**src/rtl/arith_pipe_pkg.sv**
```systemverilog
// Shared constants and helpers for the pipelined adder/subtractor pair.
// Both units take their latency from latency(), so they always stay symmetric.
package arith_pipe_pkg;

    localparam int DEFAULT_WIDTH = 4;

    function automatic int latency(input int w);
        return w + 1;
    endfunction

endpackage

```
**src/rtl/pipelined_ripple_subtractor_fs1.sv**
```systemverilog
// fs1: combinational 1-bit full subtractor, d = a - b - bi.
// Ports: a, b, bi (in) ; d difference bit, bo borrow out (out).
module fs1 (
    input  logic a,
    input  logic b,
    input  logic bi,
    output logic d,
    output logic bo
);

    assign d  = a ^ b ^ bi;
    assign bo = (~a & b) | (~(a ^ b) & bi);

endmodule

```
**src/rtl/pipelined_ripple_subtractor.sv**
```systemverilog
// Ripple-borrow subtractor, one bit-slice per pipeline stage, valid-tagged.
// Ports: clk, rst (async high), in_valid/A/B/bin in ; out_valid/D/bout out.
module pipelined_ripple_subtractor
    import arith_pipe_pkg::*;
#(
    parameter int WIDTH = DEFAULT_WIDTH
) (
    input  logic             clk,
    input  logic             rst,
    input  logic             in_valid,
    input  logic [WIDTH-1:0] A,
    input  logic [WIDTH-1:0] B,
    input  logic             bin,
    output logic             out_valid,
    output logic [WIDTH-1:0] D,
    output logic             bout
);

    localparam int LATENCY = latency(WIDTH);
    localparam int NSTG    = LATENCY - 1;

    if (WIDTH < 1 || WIDTH > 32) begin : g_bad_width
        $error("WIDTH must be 1..32");
    end

    logic [WIDTH-1:0] a_in_q;
    logic [WIDTH-1:0] b_in_q;
    logic             bin_q;
    logic             v_in_q;

    always_ff @(posedge clk or posedge rst) begin
        if (rst) begin
            a_in_q <= '0;
            b_in_q <= '0;
            bin_q  <= 1'b0;
            v_in_q <= 1'b0;
        end else begin
            a_in_q <= A;
            b_in_q <= B;
            bin_q  <= bin;
            v_in_q <= in_valid;
        end
    end

    // Stage k owns result bits [k:0] (deskew) and operand bits
    // [WIDTH-1:k+1] (skew); the last stage carries no operand bits.
    genvar k;
    for (k = 0; k < NSTG; k++) begin : g_stg
        logic       a_k;
        logic       b_k;
        logic       br_k;
        logic       v_k;
        logic       d_k;
        logic       br_d;
        logic [k:0] d_d;
        logic [k:0] d_q;
        logic       br_q;
        logic       v_q;

        if (k == 0) begin : g_src
            assign a_k  = a_in_q[0];
            assign b_k  = b_in_q[0];
            assign br_k = bin_q;
            assign v_k  = v_in_q;
            assign d_d  = d_k;
        end else begin : g_src
            assign a_k  = g_stg[k-1].g_skw.a_q[k];
            assign b_k  = g_stg[k-1].g_skw.b_q[k];
            assign br_k = g_stg[k-1].br_q;
            assign v_k  = g_stg[k-1].v_q;
            assign d_d  = {d_k, g_stg[k-1].d_q};
        end

        fs1 u_fs1 (
            .a  (a_k),
            .b  (b_k),
            .bi (br_k),
            .d  (d_k),
            .bo (br_d)
        );

        always_ff @(posedge clk or posedge rst) begin
            if (rst) begin
                d_q  <= '0;
                br_q <= 1'b0;
                v_q  <= 1'b0;
            end else begin
                d_q  <= d_d;
                br_q <= br_d;
                v_q  <= v_k;
            end
        end

        if (k < NSTG - 1) begin : g_skw
            logic [WIDTH-1:k+1] a_d;
            logic [WIDTH-1:k+1] b_d;
            logic [WIDTH-1:k+1] a_q;
            logic [WIDTH-1:k+1] b_q;

            if (k == 0) begin : g_sel
                assign a_d = a_in_q[WIDTH-1:1];
                assign b_d = b_in_q[WIDTH-1:1];
            end else begin : g_sel
                assign a_d = g_stg[k-1].g_skw.a_q[WIDTH-1:k+1];
                assign b_d = g_stg[k-1].g_skw.b_q[WIDTH-1:k+1];
            end

            always_ff @(posedge clk or posedge rst) begin
                if (rst) begin
                    a_q <= '0;
                    b_q <= '0;
                end else begin
                    a_q <= a_d;
                    b_q <= b_d;
                end
            end
        end
    end

    logic             out_valid_q;
    logic [WIDTH-1:0] d_out_q;
    logic             bout_q;

    // Bubbles leave D/bout untouched so consumers see the last result.
    always_ff @(posedge clk or posedge rst) begin
        if (rst) begin
            out_valid_q <= 1'b0;
            d_out_q     <= '0;
            bout_q      <= 1'b0;
        end else begin
            out_valid_q <= g_stg[NSTG-1].v_q;
            if (g_stg[NSTG-1].v_q) begin
                d_out_q <= g_stg[NSTG-1].d_q;
                bout_q  <= g_stg[NSTG-1].br_q;
            end
        end
    end

    assign out_valid = out_valid_q;
    assign D         = d_out_q;
    assign bout      = bout_q;

endmodule

```
**config.mk**
```make
export PLATFORM = sky130hd
export DESIGN_NAME = pipelined_ripple_subtractor
export DESIGN_NICKNAME = d
export VERILOG_FILES = /design/src/rtl/arith_pipe_pkg.sv /design/src/rtl/pipelined_ripple_subtractor_fs1.sv /design/src/rtl/pipelined_ripple_subtractor.sv
export SDC_FILE = /design/constraint.sdc
export NUM_CORES = 1
export LEC_CHECK = 0
export ABC_AREA = 1
export CORE_MARGIN = 4
export CORE_UTILIZATION = 48
export CTS_BUF_LIST = sky130_fd_sc_hd__clkbuf_4
export CTS_CLUSTER_SIZE = 12
export DETAILED_ROUTE_END_ITERATION = 10
export PLACE_DENSITY = 0.78
export SYNTH_ARGS = -nofsm -noshare
export SYNTH_HDL_FRONTEND = slang
export SYNTH_SLANG_ARGS = --single-unit
```
**constraint.sdc**
```tcl
create_clock -name clk -period 1.2 [get_ports clk]
set_input_delay 0.18 -clock clk [delete_from_list [all_inputs] [get_ports clk]]
set_output_delay 0.18 -clock clk [all_outputs]
set_load 0.005 [all_outputs]
```
### Word-level counts from Yosys, hierarchy flattened

Cells that the tools add are included.
W data, S select, Z words.

* bitwise gates (word level): 28

Operator list (number)
* $and A1 B1 Y1: 8
* $not A1 Y1: 8
* $xor A1 B1 Y1: 8
* $or A1 B1 Y1: 4

* register bits: 46
* logic and storage cells: 53
* output and inout port bits: 6

### Longest topological paths before layout

Gate-level depths: netlist of the first run.

* depth in word-level cells: 4
* gate-level depth with buffers: 3

### Cells and area by module

A second synthesis of the first run with hierarchy kept.

* cells, all modules: 79
* area, all modules: 1340.0 um2

Modules (own cells, without submodules)
* pipelined_ripple_subtractor: times used 1, area each 1214.9 um2, cells an instance 63
* fs1: times used 4, area each 31.3 um2, cells an instance 4

### Worst setup path before layout of the first run

No wires, ideal clock.

* kind: register -> register
* start: reg g_stg[2].g_skw.a_q
* end: reg g_stg[3].d_q[3]
* stages on the path, launching flop included: 2
* arrival: 0.814 ns
* path buffers: 0
* setup slack: 0.250 ns
* clock period less this slack: 0.950 ns
* cell sequence: dfrtp_1 -> fa_1

* word-level cells in the longest chain between the ends: 2

RTL lines
* start, declared: line pipelined_ripple_subtractor.sv:97 `logic [WIDTH-1:k+1] a_q;`
* start signal, assigned: line pipelined_ripple_subtractor.sv:110 `a_q <= '0;`
* start signal, assigned: line pipelined_ripple_subtractor.sv:113 `a_q <= a_d;`
* $xor A1 B1 Y1 (2 in series): line pipelined_ripple_subtractor_fs1.sv:11 `assign d = a ^ b ^ bi;`
* named net g_stg[3].d_k: line pipelined_ripple_subtractor.sv:53 `logic d_k;`
* end signal, assigned: line pipelined_ripple_subtractor.sv:84 `d_q <= '0;`
* end signal, assigned: line pipelined_ripple_subtractor.sv:88 `d_q <= d_d;`
* end, declared: line pipelined_ripple_subtractor.sv:56 `logic [k:0] d_q;`

The timed path passes the listed nets, and every way through them passes these cells.
A chain may end at the register's enable or synchronous reset.

### Worst setup path in the final report of the first run

* start: reg d_out_q[1], in the netlist D[1]
* end: out D[1]

RTL lines
* start, declared: line pipelined_ripple_subtractor.sv:121 `logic [WIDTH-1:0] d_out_q;`
* start signal, assigned: line pipelined_ripple_subtractor.sv:133 `d_out_q <= g_stg[NSTG-1].d_q;`
* end, declared: line pipelined_ripple_subtractor.sv:15 `output logic [WIDTH-1:0] D,`

No word-level cell between the ends.

==> flow_metrics.py, run 1 <==
metrics = {
    "cts": {
        "cts_sinks": 46,
        "cts-root-buf": "clkbuf_4",
        "ctsLongestPathBuffers": 2,
        "htreeDepth": 2,
        "tritoncts": "yes",
        "path_clk_slew_ps": 120,
        "insertion_delay_ps": 340,
        "cts_buffers": 5,
    },
    "grt": {
        "track_usage_pct": 9.95,
        "grt_pass1_wl_mm": 2.41,
        "grt_pass1_vias": 629,
        "grt_max_degree": 47,
        "antenna_found_initial": 0,
        "met3_usage_pct": 5.96,
        "grt_overflow": 0,
        "top_usage_layer": "met2",
        "grt_use_met2_pct": 17.7,
        "grtUsageMet1_pct": 7.95,
    },
    "critical_path": {
        "crit_slowest_cell": "dfrtp_1",
        "startpoint_type": "flop",
        "crit_buf_inv": 1,
        "endpoint_kind": "output pin",
        "crit_type": "flop to output pin",
        "crit_family": "flip-flops",
        "crit_chain": "clkdlybuf4s15_1",
        "rr_worst_depth": 1,
        "r2r_start": "g_stg[2].g_skw.a_q$_DFF_PP0_",
        "critPathRequiredTime_ps": 1020,
        "arrival_ps": 940,
        "critPathMaxFanout": 2,
        "max_stage_delay_ps": 400,
        "r2r-end": "g_stg[3].d_q[3]$_DFF_PP0_",
        "ff2ff_setup_slack_ps": 210,
        "cp-startpoint": "D[1]$_DFFE_PP0P_",
    },
    "route": {
        "num_vias": 613,
        "dr.pass1.iters": 2,
        "drtAntennaViolNets": 0,
        "routedWlPerCell_um": 10.6,
        "drtIter0Drc": 9,
        "viasPerCell": 4.51,
        "finalWirelength_mm": 1.44,
        "drc_errors": 0,
    },
    "sta": {
        "relSlewSlack_pct": 84.8,
        "setup_violations": 0,
        "fin_skew_ps": 7.64,
        "worst_pin_slew_ps": 228,
        "fin_crit_sh_pct": 93.1,
        "hold-worst-slack_ps": 213,
        "finalSetupTns_ps": 0,
        "grt_setup_unrepaired": "false",
        "fin_ws_ps": 83.0,
        "fmax_mhz": 895,
        "slew_viol_final": 0,
        "min_period_ps": 1120,
        "hold_viol": 0,
    },
    "yosys": {
        "synth-seq-cells": 46,
        "yosys_warnings": 0,
        "yosysUniqueCellTypes": 5,
        "seq_area_frac_synth_pct": 85.9,
        "synth_fp_nets": 95,
        "syn_avg_cell_area_um2": 17.0,
        "synth_area_um2": 1340,
        "synthesis.instances": 79,
    },
    "finish": {
        "final_common_cell": "dfrtp_1",
        "fin_area_um2": 1630,
        "nets": 121,
        "most-common-layout-cells": "dfrtp_1, nand2_1, inv_1",
        "diodes": 0,
        "syn_to_final_growth_pct": 21.8,
        "nFillCells": 187,
        "drive_gt1_share_pct": 10.4,
    },
    "power": {
        "power_mw": 2.58,
        "power.density_nw_per_um2": 1580,
        "ir_drop_mv": 1.14,
        "leakagePower_nw": 0.793,
    },
    "die": {
        "core_um2": 2570,
        "dieHeight_um": 60.8,
        "die_x_um": 60.8,
        "start_util_pct": 52.2,
        "io-pin-count": 18,
        "dieArea_um2": 3700,
        "fp-row-count": 18,
    },
    "job": {
        "cap_violations": 0,
    },
    "placement": {
        "portBuffers": 17,
        "gp_congestion": 0.651,
        "dpl_cell_area_um2": 1570,
        "dp_hpwl_mm": 1.01,
        "pre_cts_ws_ps": 182,
    },
    "status": {
        "outcome": "finished, final reports clean",
    },
    "min_path": {
        "hold_path_class": "input port to asynchronous set/reset pin",
    },
}
==> synthesized netlist by cell type <==
cell type | number | area share (%)
nand2_1 | 15 | 4.2
dfrtp_1 | 46 | 86
fa_1 | 4 | 6.0
inv_1 | 13 | 3.6
inv_2 | 1 | 0.28
==> registers in the layout, indices dropped and copies added, names as in the netlist <==
register         count
g_stg.d_q           10
g_stg.v_q            4
g_stg.g_skw.b_q      6
g_stg.br_q           4
g_stg.g_skw.a_q      6
b_in_q               4
out_valid            1
g_stg.v_k            1
D                    4
a_in_q               4
bout                 1
bin_q                1
==> stage by stage <==
stage	instances	utilization (%)
after floorplan	79	-
after global placement	127	61.2
after detailed placement	127	61.2
after CTS	136	63.5
after global routing	136	63.6
final	136	63.6
==> report_power, final <==
| part | switching, mW | internal, mW |
|---|---|---|
| Combinational | 0.0835 | 0.106 |
| Clock | 0.438 | 0.218 |
| Sequential | 0.0489 | 1.69 |
==> worst min-delay path, cell delays in order <==
cell             delay, ps
clkdlybuf4s50_1        440
clkinvlp_4             100
buf_12                 230
==> routing by layer <==
layer | vias up | wire, um
met3 | 4 | 120
met5 | - | 0
met4 | 0 | 41
li1 | 276 | -
met1 | 311 | 543
met2 | 22 | 732
==> final cells by class <==
type / count / area [um^2] / share of cell area, %
Sequential cell: 46 / 1150 / 70.5
Tap cell: 30 / 37.5 / 2.30
Clock buffer: 5 / 37.5 / 2.30
Timing Repair Buffer: 19 / 198 / 12.1
Multi-Input combinational cell: 19 / 136 / 8.35
Inverter: 14 / 56.3 / 3.45
Clock inverter: 3 / 16.3 / 0.996
==> logic make-up after synthesis <==
| kind of cell | share of synthesized area [%] |
|---|---|
| adders and majority gates | 5.98 |
| DFF | 85.9 |
| buffers and inverters | 3.92 |
| and+or+nand+nor | 4.20 |
==> what timing repair did <==
action	4_1_cts	5_1_grt
buffers inserted	1	0
hold buffers	0	0
gates resized for setup	11	1
setup endpoints to repair	6	1
==> how the worst max path moves through the flow <==
| stage | end | cells after the start | slack [ps] |
|---|---|---|---|
| detailed placement | D[3] | 1 | 180 |
| floorplan | g_stg[3].d_q[3]$_DFF_PP0_ | 1 | 250 |
| global placement | bout | 1 | 210 |
| CTS | out_valid | 1 | 20 |
| finish | D[1] | 1 | 80 |
| global route | D[1] | 1 | 1 |
(Power assumes the default switching activity.)
==> inputs of run 2 (changes only) <==
--- a/config.mk
+++ b/config.mk
@@ -9,6 +9,7 @@
 export CORE_MARGIN = 4
 export CORE_UTILIZATION = 48
 export CTS_BUF_LIST = sky130_fd_sc_hd__clkbuf_4
+export CTS_CLUSTER_DIAMETER = 100
 export CTS_CLUSTER_SIZE = 12
 export DETAILED_ROUTE_END_ITERATION = 10
 export PLACE_DENSITY = 0.78
==> results of run 2 <==
Final layout, timing and power as in run 1 (identical DEF).
==> inputs of run 3 (changes only) <==
==> constraint.sdc (replaced) <==
create_clock -name clk -period 1 [get_ports clk]
set_input_delay 0.15 -clock clk [delete_from_list [all_inputs] [get_ports clk]]
set_output_delay 0.15 -clock clk [all_outputs]
set_load 0.005 [all_outputs]
==> run 3 against run 2 <==
The run now ends with negative setup slack left; worst setup slack lost 86 ps; largest power group unchanged; cell area fell by 1.9%; sequential share of layout area up 1.4 points; critical path depth stayed put; die area unchanged; utilization fell by 1.2 points; via count down 1.8%.
==> flow_metrics.py, run 3 (same netlist as run 1, synthesis figures left out) <==
metrics = {
    "die": {
        "die_x_um": 60.8,
        "fp-row-count": 18,
        "dieHeight_um": 60.8,
        "core_um2": 2570,
        "io-pin-count": 18,
        "start_util_pct": 52.2,
        "dieArea_um2": 3700,
    },
    "power": {
        "power_mw": 3.10,
        "ir_drop_mv": 1.28,
        "leakagePower_nw": 0.790,
        "power.density_nw_per_um2": 1940,
    },
    "critical_path": {
        "crit_family": "flip-flops",
        "crit_slowest_cell": "dfrtp_1",
        "crit_chain": "buf_2",
        "endpoint_kind": "output pin",
        "max_stage_delay_ps": 390,
        "crit_buf_inv": 1,
        "critPathRequiredTime_ps": 850,
        "critPathMaxFanout": 2,
        "arrival_ps": 850,
        "crit_type": "flop to output pin",
        "startpoint_type": "flop",
    },
    "route": {
        "drtAntennaViolNets": 0,
        "routedWlPerCell_um": 10.7,
        "drc_errors": 0,
        "dr.pass1.iters": 3,
        "drtIter0Drc": 3,
        "num_vias": 602,
        "finalWirelength_mm": 1.45,
        "viasPerCell": 4.46,
    },
    "sta": {
        "grt_setup_unrepaired": "true",
        "fmax_mhz": 997,
        "fin_ws_ps": -3.44,
        "min_period_ps": 1000,
        "setup_violations": 1,
        "worst_pin_slew_ps": 229,
        "fin_crit_sh_pct": 100,
        "hold-worst-slack_ps": 190,
        "hold_viol": 0,
        "slew_viol_final": 0,
        "relSlewSlack_pct": 84.8,
        "fin_skew_ps": 5.64,
    },
    "finish": {
        "final_cells": 135,
        "nets": 121,
        "fin_area_um2": 1600,
        "top_register": "g_stg.d_q",
        "drive_gt1_share_pct": 20.0,
        "most-common-layout-cells": "dfrtp_1, nand2_1, clkdlybuf4s50_1",
        "largest_register_ffs": 10,
        "top_regs": "g_stg.d_q x10, g_stg.g_skw.a_q x6, g_stg.g_skw.b_q x6",
        "final_common_cell": "dfrtp_1",
        "syn_to_final_growth_pct": 19.5,
        "diodes": 0,
    },
    "placement": {
        "gp_congestion": 0.629,
        "dp_cells": 127,
        "portBuffers": 17,
        "dp_hpwl_um": 982,
        "dpl_cell_area_um2": 1570,
        "pre_cts_ws_ps": 18.7,
    },
    "cts": {
        "htreeDepth": 2,
        "cts_buffers": 5,
        "cts_sinks": 46,
        "path_clk_slew_ps": 110,
        "cts-root-buf": "clkbuf_4",
        "insertion_delay_ps": 340,
        "ctsLongestPathBuffers": 2,
        "tritoncts": "yes",
    },
    "job": {
        "cap_violations": 0,
    },
    "min_path": {
        "hold_path_class": "input port to asynchronous set/reset pin",
    },
    "grt": {
        "grt_pass1_wl_mm": 2.32,
        "met3_usage_pct": 4.47,
        "grt_use_met2_pct": 14.8,
        "grtUsageMet1_pct": 9.48,
        "antenna_found_initial": 0,
        "grt_overflow": 0,
        "top_usage_layer": "met2",
        "grt_pass1_vias": 596,
        "grt_max_degree": 47,
        "track_usage_pct": 9.53,
    },
    "status": {
        "outcome": "finished, violations left",
        "violations": "negative setup slack",
    },
}
-- run 3: routing by layer --
layer	vias to the layer above	wire length, um	part of all wire (%)
li1	275	-	-
met1	296	571	39
met2	23	699	48
met3	8	117	8.1
met4	0	59	4.1
met5	-	0	0
-- run 3: through the flow --
step           setup TNS (ps)  util (%)
6_report                -3.44      62.4
5_1_grt                  -294      62.4
4_1_cts                 -98.8      62.4
3_5_place_dp                0      61.2
3_3_place_gp                0      61.2
2_1_floorplan               0         -
-- run 3: layout make-up --
class                      count  area, um^2
multi-input combinational     19         136
timing repair buffer          19         168
clock buffer                   7        52.6
sequential                    46        1150
tap                           30        37.5
inverter                      14        56.3
fill                         200         966
-- run 3: path summary, 6_finish.rpt --
path                                                      start                         endpoint  slack (ps)  cells past startpoint
worst max-delay path                           D[0]$_DFFE_PP0P_                             D[0]          -3                      1
worst min-delay path                                        rst     g_stg[2].g_skw.a_q$_DFF_PP0_         190                      3
worst max register to register     g_stg[2].g_skw.a_q$_DFF_PP0_        g_stg[3].d_q[3]$_DFF_PP0_          20                      1
worst min register to register  g_stg[1].g_skw.a_q[3]$_DFF_PP0_     g_stg[2].g_skw.a_q$_DFF_PP0_         350                      0
max in group asynchronous                                   rst  g_stg[0].g_skw.b_q[1]$_DFF_PP0_         610                      3
min in group clk                                       in_valid           g_stg[0].v_k$_DFF_PP0_         240                      1
-- run 3: power breakdown --
group | switching, mW | total (mW) | internal [mW] | leakage (nW)
Combinational | 0.103 | 0.214 | 0.110 | 0.219
Sequential | 0.0570 | 2.09 | 2.03 | 0.539
Clock | 0.482 | 0.802 | 0.320 | 0.0322
Total | 0.642 | 3.10 | 2.46 | 0.790
-- run 3: what timing repair did --
action	in CTS	in global routing
resized for setup	24	4
hold buffers	0	0
pin swaps	0	1
setup endpoints to repair	6	9
setup buffers	1	0
gates cloned	0	0
